--- src/rtl/int_isq_agemat.sv ---
// Integer issue queue: DEPTH entries, NUM_WB writeback wakeup ports, age-matrix oldest-ready select, ROB-id flush.
// Optional feature macro ISQ_WB_BYPASS_EN: same-cycle writeback hits count toward issue eligibility.
module int_isq_agemat #(
    parameter int unsigned DEPTH   = 8,
    parameter int unsigned DATA_W  = 128,
    parameter int unsigned PREG_W  = 6,
    parameter int unsigned ROBID_W = 6,
    parameter int unsigned NUM_WB  = 2
) (
    input  logic                       clock,
    input  logic                       reset,
    input  logic                       enq_valid,
    output logic                       enq_ready,
    input  logic [DATA_W-1:0]          enq_data,
    input  logic [PREG_W-1:0]          enq_prs1,
    input  logic [PREG_W-1:0]          enq_prs2,
    input  logic [1:0]                 enq_src_rdy,
    input  logic [ROBID_W:0]           enq_robid,
    output logic                       deq_valid,
    input  logic                       deq_ready,
    output logic [DATA_W-1:0]          deq_data,
    output logic [ROBID_W:0]           deq_robid,
    output logic [$clog2(DEPTH)-1:0]   deq_index,
    input  logic [NUM_WB-1:0]          wb_valid,
    input  logic [NUM_WB*PREG_W-1:0]   wb_prd,
    input  logic                       flush_valid,
    input  logic [ROBID_W:0]           flush_robid,
    output logic [$clog2(DEPTH):0]     count
);

    localparam int unsigned IDX_W = $clog2(DEPTH);
    localparam int unsigned CNT_W = IDX_W + 1;
    localparam int unsigned RID_W = ROBID_W + 1;

    typedef struct packed {
        logic [DATA_W-1:0] data;
        logic [RID_W-1:0]  robid;
        logic [PREG_W-1:0] prs1;
        logic [PREG_W-1:0] prs2;
    } ent_t;

    // Entry state; age_q[i][j]=1 means entry i is older than entry j.
    logic [DEPTH-1:0] valid_q;
    logic [DEPTH-1:0] age_q [DEPTH];
    ent_t             ent_q [DEPTH];
    logic [1:0]       rdy_q [DEPTH];
    logic [CNT_W-1:0] count_q;

    logic [1:0]       wake [DEPTH];
    logic [1:0]       enq_wake;
    logic [DEPTH-1:0] elig;
    logic [DEPTH-1:0] sel_oh;
    logic [DEPTH-1:0] valid_d;
    logic [CNT_W-1:0] count_d;
    logic [IDX_W-1:0] sel_idx;
    logic [IDX_W-1:0] free_idx;
    logic             free_found;
    logic             any_elig;
    logic             enq_fire;
    logic             deq_fire;

    // Wrap-aware ROB ordering: a is younger than b.
    function automatic logic younger(input logic [RID_W-1:0] a, input logic [RID_W-1:0] b);
        if (a[RID_W-1] != b[RID_W-1]) begin
            return a[RID_W-2:0] < b[RID_W-2:0];
        end
        return a[RID_W-2:0] > b[RID_W-2:0];
    endfunction

    function automatic logic wb_match(input logic [PREG_W-1:0]        preg,
                                      input logic [NUM_WB-1:0]        vld,
                                      input logic [NUM_WB*PREG_W-1:0] prd);
        logic hit;
        hit = 1'b0;
        for (int unsigned p = 0; p < NUM_WB; p++) begin
            if (vld[p] && (prd[p*PREG_W +: PREG_W] == preg)) begin
                hit = 1'b1;
            end
        end
        return hit;
    endfunction

    // Writeback tag match for every stored source and for the incoming entry.
    always_comb begin
        enq_wake = {wb_match(enq_prs1, wb_valid, wb_prd), wb_match(enq_prs2, wb_valid, wb_prd)};
        for (int unsigned i = 0; i < DEPTH; i++) begin
            wake[i] = {wb_match(ent_q[i].prs1, wb_valid, wb_prd),
                       wb_match(ent_q[i].prs2, wb_valid, wb_prd)};
        end
    end

    always_comb begin
        elig = '0;
        for (int unsigned i = 0; i < DEPTH; i++) begin
`ifdef ISQ_WB_BYPASS_EN
            elig[i] = valid_q[i] && ((rdy_q[i] | wake[i]) == 2'b11);
`else
            elig[i] = valid_q[i] && (rdy_q[i] == 2'b11);
`endif
        end
    end

    // Oldest eligible entry: no other eligible entry is older than it.
    always_comb begin
        sel_oh  = '0;
        sel_idx = '0;
        for (int unsigned i = 0; i < DEPTH; i++) begin
            sel_oh[i] = elig[i];
            for (int unsigned j = 0; j < DEPTH; j++) begin
                if (elig[j] && age_q[j][i]) begin
                    sel_oh[i] = 1'b0;
                end
            end
        end
        for (int unsigned i = 0; i < DEPTH; i++) begin
            if (sel_oh[i]) begin
                sel_idx = IDX_W'(i);
            end
        end
    end

    // Lowest-index free slot, judged on the current-cycle valids only.
    always_comb begin
        free_idx   = '0;
        free_found = 1'b0;
        for (int unsigned i = 0; i < DEPTH; i++) begin
            if (!valid_q[i] && !free_found) begin
                free_idx   = IDX_W'(i);
                free_found = 1'b1;
            end
        end
    end

    assign any_elig  = |elig;
    assign enq_ready = (count_q < CNT_W'(DEPTH)) && !flush_valid;
    assign deq_valid = any_elig && !flush_valid && !reset;
    assign deq_data  = any_elig ? ent_q[sel_idx].data  : '0;
    assign deq_robid = any_elig ? ent_q[sel_idx].robid : '0;
    assign deq_index = sel_idx;
    assign count     = count_q;
    assign enq_fire  = enq_valid && enq_ready;
    assign deq_fire  = deq_valid && deq_ready;

    always_comb begin
        valid_d = valid_q;
        for (int unsigned i = 0; i < DEPTH; i++) begin
            if (flush_valid && valid_q[i] && younger(ent_q[i].robid, flush_robid)) begin
                valid_d[i] = 1'b0;
            end
        end
        if (deq_fire) begin
            valid_d[sel_idx] = 1'b0;
        end
        if (enq_fire) begin
            valid_d[free_idx] = 1'b1;
        end
        count_d = '0;
        for (int unsigned i = 0; i < DEPTH; i++) begin
            count_d = count_d + CNT_W'(valid_d[i]);
        end
    end

    always_ff @(posedge clock) begin
        if (reset) begin
            valid_q <= '0;
            count_q <= '0;
            for (int unsigned i = 0; i < DEPTH; i++) begin
                age_q[i] <= '0;
                rdy_q[i] <= '0;
            end
        end else begin
            valid_q <= valid_d;
            count_q <= count_d;
            for (int unsigned i = 0; i < DEPTH; i++) begin
                rdy_q[i] <= rdy_q[i] | wake[i];
            end
            // New entry is younger than everything currently resident.
            if (enq_fire) begin
                ent_q[free_idx] <= ent_t'{data: enq_data, robid: enq_robid,
                                          prs1: enq_prs1, prs2: enq_prs2};
                rdy_q[free_idx] <= enq_src_rdy | enq_wake;
                age_q[free_idx] <= '0;
                for (int unsigned j = 0; j < DEPTH; j++) begin
                    if (valid_q[j]) begin
                        age_q[j][free_idx] <= 1'b1;
                    end
                end
            end
        end
    end

endmodule

--- config.mk ---
export PLATFORM = sky130hd
export DESIGN_NAME = int_isq_agemat
export DESIGN_NICKNAME = d
export VERILOG_FILES = /design/src/rtl/int_isq_agemat.sv
export SDC_FILE = /design/constraint.sdc
export NUM_CORES = 2
export LEC_CHECK = 0
export CELL_PAD_IN_SITES_DETAIL_PLACEMENT = 1
export CELL_PAD_IN_SITES_GLOBAL_PLACEMENT = 1
export CORE_MARGIN = 1
export CORE_UTILIZATION = 54
export CTS_CLUSTER_SIZE = 8
export DETAILED_ROUTE_END_ITERATION = 8
export PLACE_DENSITY_LB_ADDON = 0.05
export SYNTH_ARGS = -nofsm -noshare
export SYNTH_HDL_FRONTEND = slang
export SYNTH_SLANG_ARGS = --single-unit
--- constraint.sdc ---
create_clock -name clock -period 29 [get_ports clock]
set_input_delay 2.9 -clock clock [delete_from_list [all_inputs] [get_ports clock]]
set_output_delay 2.9 -clock clock [all_outputs]
set_load 0.02 [all_outputs]
## Yosys cells after proc, flatten, opt, wreduce, memory -nomap -nowiden

Memory sizes are Yosys's and may differ from the RTL's.
Cells that the tools add are included.

| word-level totals | value |
|---|---|
| register bits | 12 |
| bits in writable memories | 1256 |
| bits of input ports | 175 |
| logic and storage cells | 603 |
| memories kept | 3 |
| output and inout port bits | 144 |

Memory list:

| name | words | width | rd ports | clocked after Yosys merged registers in | wr ports | RTL line | source |
|---|---|---|---|---|---|---|---|
| ent_q | 8 | 147 | 9 | 0 | 1 | 45 | `ent_t ent_q [DEPTH];` |
| age_q | 8 | 8 | 8 | 0 | 9 | 44 | `logic [DEPTH-1:0] age_q [DEPTH];` |
| rdy_q | 8 | 2 | 8 | 0 | 9 | 46 | `logic [1:0] rdy_q [DEPTH];` |

| operators by class | value |
|---|---|
| equality and inequality tests | 53 |
| reductions and logical operators | 146 |
| magnitude comparators | 21 |
| bitwise gates (word level) | 108 |
| mux-type cells | 263 |
| add/sub/neg operators | 7 |

Operator list:

| operator | count |
|---|---|
| 2-to-1 mux 1 bit | 229 |
| equality test 6 bit | 36 |
| logical AND 1 bit | 130 |
| 2-to-1 mux 128 bit | 1 |
| 2-to-1 mux 8 bit | 10 |
| bitwise OR 1 bit | 72 |
| > comparator 6 bit | 8 |
| less-than comparator 6 bit | 8 |
| 2-to-1 mux 3 bit | 12 |
| bitwise OR 2 bit | 9 |
| adder 4 x 1 -> 4 bit | 4 |
| bitwise AND 1 bit | 16 |
| equality test 2 bit (second input constant) | 8 |
| 2-to-1 mux 2 bit | 8 |
| logical NOT 1 bit | 15 |
| bitwise AND 8 bit | 1 |
| less-than comparator 3 x 4 -> 1 bit (second input constant) | 2 |
| != test 1 bit | 8 |
| inverter 1 bit | 8 |
| inverter 8 bit | 1 |
| bitwise OR 8 bit | 1 |
| OR reduction 8 bit | 1 |
| 2-to-1 mux 7 bit | 1 |
| demux 1 bit (select 3 bit) | 2 |
| other kinds (6) | 7 |

## Longest topological paths before layout

An unclocked memory read counts as a cell.

| depth | value |
|---|---|
| word-level depth | 35 |
| mapped depth | 22 |
| depth with buffers taken out | 19 |

## Worst setup path before layout

Ideal clock, no wire load.

| timing path | value |
|---|---|
| kind | input to register |
| from | input flush_valid |
| to | memory ent_q[6][0] (netlist bit), enable pin |
| data arrival time | 10498 ps |
| path buffers | 2 |
| cell stages on the path | 6 |
| slack | 17847 ps |
| path through | clkbuf_1 -> nor3b_1 -> nand3_1 -> or4_1 -> clkbuf_1 -> nor2_1 |

| between the ends | value |
|---|---|
| cells in the longest elaborated chain, start to end | 6 |

RTL lines:

| what | RTL line | source |
|---|---|---|
| start: declaration | 26 | `input logic flush_valid,` |
| logical NOT 1 bit | 135 | `assign enq_ready = (count_q < CNT_W'(DEPTH)) && !flush_valid;` |
| logical AND 1 bit | 135 |  |
| logical AND 1 bit | 141 | `assign enq_fire = enq_valid && enq_ready;` |
| 2-to-1 mux 1 bit | 178 | `if (enq_fire) begin` |
| 2-to-1 mux 1 bit | 164 | `if (reset) begin` |
| 2-to-1 mux 1 bit (not written as such) | 179 | `ent_q[free_idx] <= ent_t'{data: enq_data, robid: enq_robid,` |
| end: declaration | 45 |  |

No other way between the ends.

## Worst setup path in the final report

| timing path | value |
|---|---|
| from | register valid_q[6] |
| to | output deq_data[12] |

| between the ends | value |
|---|---|
| cells in the longest elaborated chain, start to end | 13 |

RTL lines:

| what | RTL line | source |
|---|---|---|
| start: declaration | 43 | `logic [DEPTH-1:0] valid_q;` |
| start signal: assignment | 172 | `valid_q <= valid_d;` |
| logical AND 1 bit (*) | 98 | `elig[i] = valid_q[i] && (rdy_q[i] == 2'b11);` |
| 2-to-1 mux 1 bit or logical AND 1 bit (tied branches) | 110 | `if (elig[j] && age_q[j][i]) begin` |
| 2-to-1 mux 1 bit (2 in a row) | 110 |  |
| 2-to-1 mux 1 bit, on equally long branches | 110, 116 |  |
| 2-to-1 mux 1 bit or 2-to-1 mux 3 bit (tied branches) (4 in a row) | 110, 116 |  |
| 2-to-1 mux 3 bit (2 in a row) | 116 | `if (sel_oh[i]) begin` |
| memory read (8 x 147 bit) | - |  |
| 2-to-1 mux 128 bit (*) | 137 | `assign deq_data = any_elig ? ent_q[sel_idx].data : '0;` |
| end: declaration | 21 | `output logic [DATA_W-1:0] deq_data,` |

Mark *: on every way between the ends. The rest lies on a longest branch, timed or not.

==> impl_results.md <==
- Status: complete, no violations
- Syn avg cell area: about 14 um^2
- Synthesized cell area: 0.0533 mm^2
- M2 GR Usage: between 50% and 60%
- Layout cells sized above 1: 7.16%
- Vias in the first global route: between 30,000 and 40,000
- #FFs+latches synth: 1,260
- CP max stage delay: 0.90 ns
- Measured slew at the worst slew-check pin: 1.26 ns
- CP required: between 20 and 30 ns
- Clk buf depth: 3
- GR Util met1: around 43%
- Final Cycle Share: between 30% and 40%
- Max_slew headroom: 15.7%
- Inserted Clock Buffers: approximately 180
- Via density: 6.68
- Most frequent cells in the layout: edfxtp_1, clkdlybuf4s50_1, nor2_1
- Max-cap violations: 0
- Fmax: between 90 and 100 MHz
- Final ANT Viol Nets: 0
- Top FF cell, synth: edfxtp_1
- # IOs: between 300 and 400
- Critical path arrival: roughly 7.3 ns
- Die height: between 300 and 400 um
- Crit path max-delay family: buffers and inverters
- P_leak: ~21 nW
- Starting Density: between 50% and 60%
- Flip-flop and latch area: roughly 0.037 mm^2
- Final hold vios: 0
- Clock root cell: clkbuf_16
- H-tree Lvls: 4
- Post-synth EDFFs: around 1,200
- CTS clk-pin slew, worst paths: 0.06 ns
- Worst Setup End Kind: output port
- Net count after synthesis: ~4,100
- Hold buffers post-CTS: 0
- First-pass GRT wire length: between 200,000 and 250,000 um
- Clock Skews: 0.0285 ns
- Gr busiest metal: met2
- WL/cell: between 30 and 40 um
- Length of the first detailed-routing pass in iterations: 5
- Final net count: between 4,000 and 5,000
- Dpl ws: approximately 20 ns
- GR Util All Layers: between 30% and 40%
- CTS tree: built
- Setup violators final: 0
- WS Path Type: reg -> out
- Die span in x: around 320 um
- Clock Latency Late Sink: 0.77 ns
- DRT Wirelength: ~170,000 um
- Setup Buffers After CTS: 0
- Fillers: 8,953
- DRC: 0
- Area of the multi-input gates: ~0.015 mm^2
- Synthesized instance count: approximately 3,800
- P&R area growth vs syn: 16.7%
- Final Max Tran Viols: 0
- Post-DP HPWL: ~90,000 um
- Worst setup SP type: register
- Crit path max fanout: 186
- Core area: roughly 0.1 mm^2
- Congestion Overflow GR: 0
- Number of port buffers: roughly 320
- Initial DRC count: about 3,300
- Vias: 36,016
- Initial antenna violation count: 11
- Register-to-Register Setup Slack: about 22 ns
- Final TNS setup: 0 ns
- Critical Path Slowest Stage Cell: buf_4
- Cell row count: 114
- Critical-path cell list: nand3_1 > o2111a_1 > nand3_4 > buf_4 > o2111ai_4 > o21ai_4 > buf_4 > buf_12 > a211oi_1 > a211oi_1 > clkdlybuf4s50_1
- Hold WC Path Type: reg -> reg
- Synth Warn #: 0
- Yosys cell types: between 60 and 70
- Sequential share of the synthesized area: a little over two thirds
- Cell Pwr Density: 63.5 mW/mm^2
- Setup ws final: 18.79 ns
- CP Buf/Inv Count: 4
- CTS resizes: 0
- Largest net degree at the start of global routing: roughly 270
- Commonest non-fill, non-tap cell in the layout: edfxtp_1
- Met3 Use GR: 6.24%
- Peak supply drop: approximately 57 uV
- Ys async rst share: 0%
- Die area: approximately 0.10 mm^2
- Tmin final: 10.21 ns
- Final GP Congestion: between 0.9 and 1
- CTS Sinks: 1,260
- RSZ-0062 raised after global routing: false
final cells by class:
cell class / instances / area share, %
multi-input cells: 2200 / 24.1
repair buffers: 383 / 5.97
diodes: 7 / 0.0281
well taps: 1276 / 2.56
clock buffers: 211 / 7.42
inverters: 41 / 0.255
flip-flops and latches: 1260 / 59.4
clock inverters: 10 / 0.237
layer usage:
layer | up-vias | part of all wire [%]
met5 | - | 0.049
met4 | 12 | 2.5
met3 | 260 | 7.4
met2 | 1471 | 51
met1 | 18840 | 40
li1 | 15433 | -
sequential cells by signal (all words and copies together) (netlist names):
name and flops:
age_q 56, count 4, ent_q 1176, rdy_q 16, valid_q 8
final timing paths:
| path | from | cells past startpoint | end |
|---|---|---|---|
| max reg2reg | valid_q[5] | 20 | count[2] |
| min reg2reg | age_q[7][7] | 2 | age_q[7][7] |
| min | age_q[7][7] | 2 | age_q[7][7] |
| max | valid_q[6] | 11 | deq_data[12] |
per-stage QoR:
step / area [um^2] / std cells / hold slack (ns) / power (mW) / util, %
after detailed placement: 57500 / 5160 / 0.451 / 2.15 / 59.1
after global placement: 57500 / 5160 / 0.436 / 2.14 / 59.1
after floorplan: 53300 / 3823 / 0.419 / 2.08 / -
after global routing: 62200 / 5385 / 0.473 / 4.05 / 64.0
after CTS: 62200 / 5381 / 0.459 / 3.97 / 64.0
final: 62300 / 5388 / 0.463 / 3.95 / 64.0
synthesized netlist by cell type, drive strengths merged (6+ instances only):
master   number  area share [%]
xor2        114             1.9
nand4        58            0.68
nand3        15            0.15
o21a         26            0.37
a21o          9            0.13
and3        152             1.8
inv          41            0.29
ha           51             1.2
nor4        184             2.2
a211oi      290             4.1
edfxtp     1176              66
nor2        322             2.3
o2111ai       8            0.16
xnor2       111             1.8
o21ai         6           0.063
clkbuf      229             1.6
dfxtp        84             3.2
nand2       168             1.2
a22oi         6           0.084
nor3         22            0.23
o211a       136             2.6
o311ai      139             2.3
buf          93            0.88
a21boi      135             1.9
a21oi       183             1.7
worst register-to-register path, delay by kind of cell (launching register included):
kind	cells	cell delay, ns
AOI/OAI and AO/OA	4	1.09
xor gates and xnor gates	1	0.15
adders and majority gates	5	1.91
buffers and inverters	6	2.43
DFF	1	0.58
and+or+nand+nor	4	0.85
power by group:
part	total (mW)	switching, mW	internal, mW	leakage, nW
clock network	1.83	0.732	1.10	2.32
logic	0.113	0.0704	0.0428	7.18
registers	2.00	0.00433	2.00	11.3
total	3.95	0.806	3.14	20.8
kinds of logic after synthesis:
kind of cell / after synthesis / share of synthesized area (%)
DFF: 1260 / 69.4
AOI/OAI and AO/OA: 963 / 13.8
adders and majority gates: 55 / 1.35
and+or+nand+nor: 950 / 8.89
buffers and inverters: 363 / 2.78
muxes: 7 / 0.143
xor gates and xnor gates: 225 / 3.69
No activity file was read; power rests on OpenSTA's default activity.
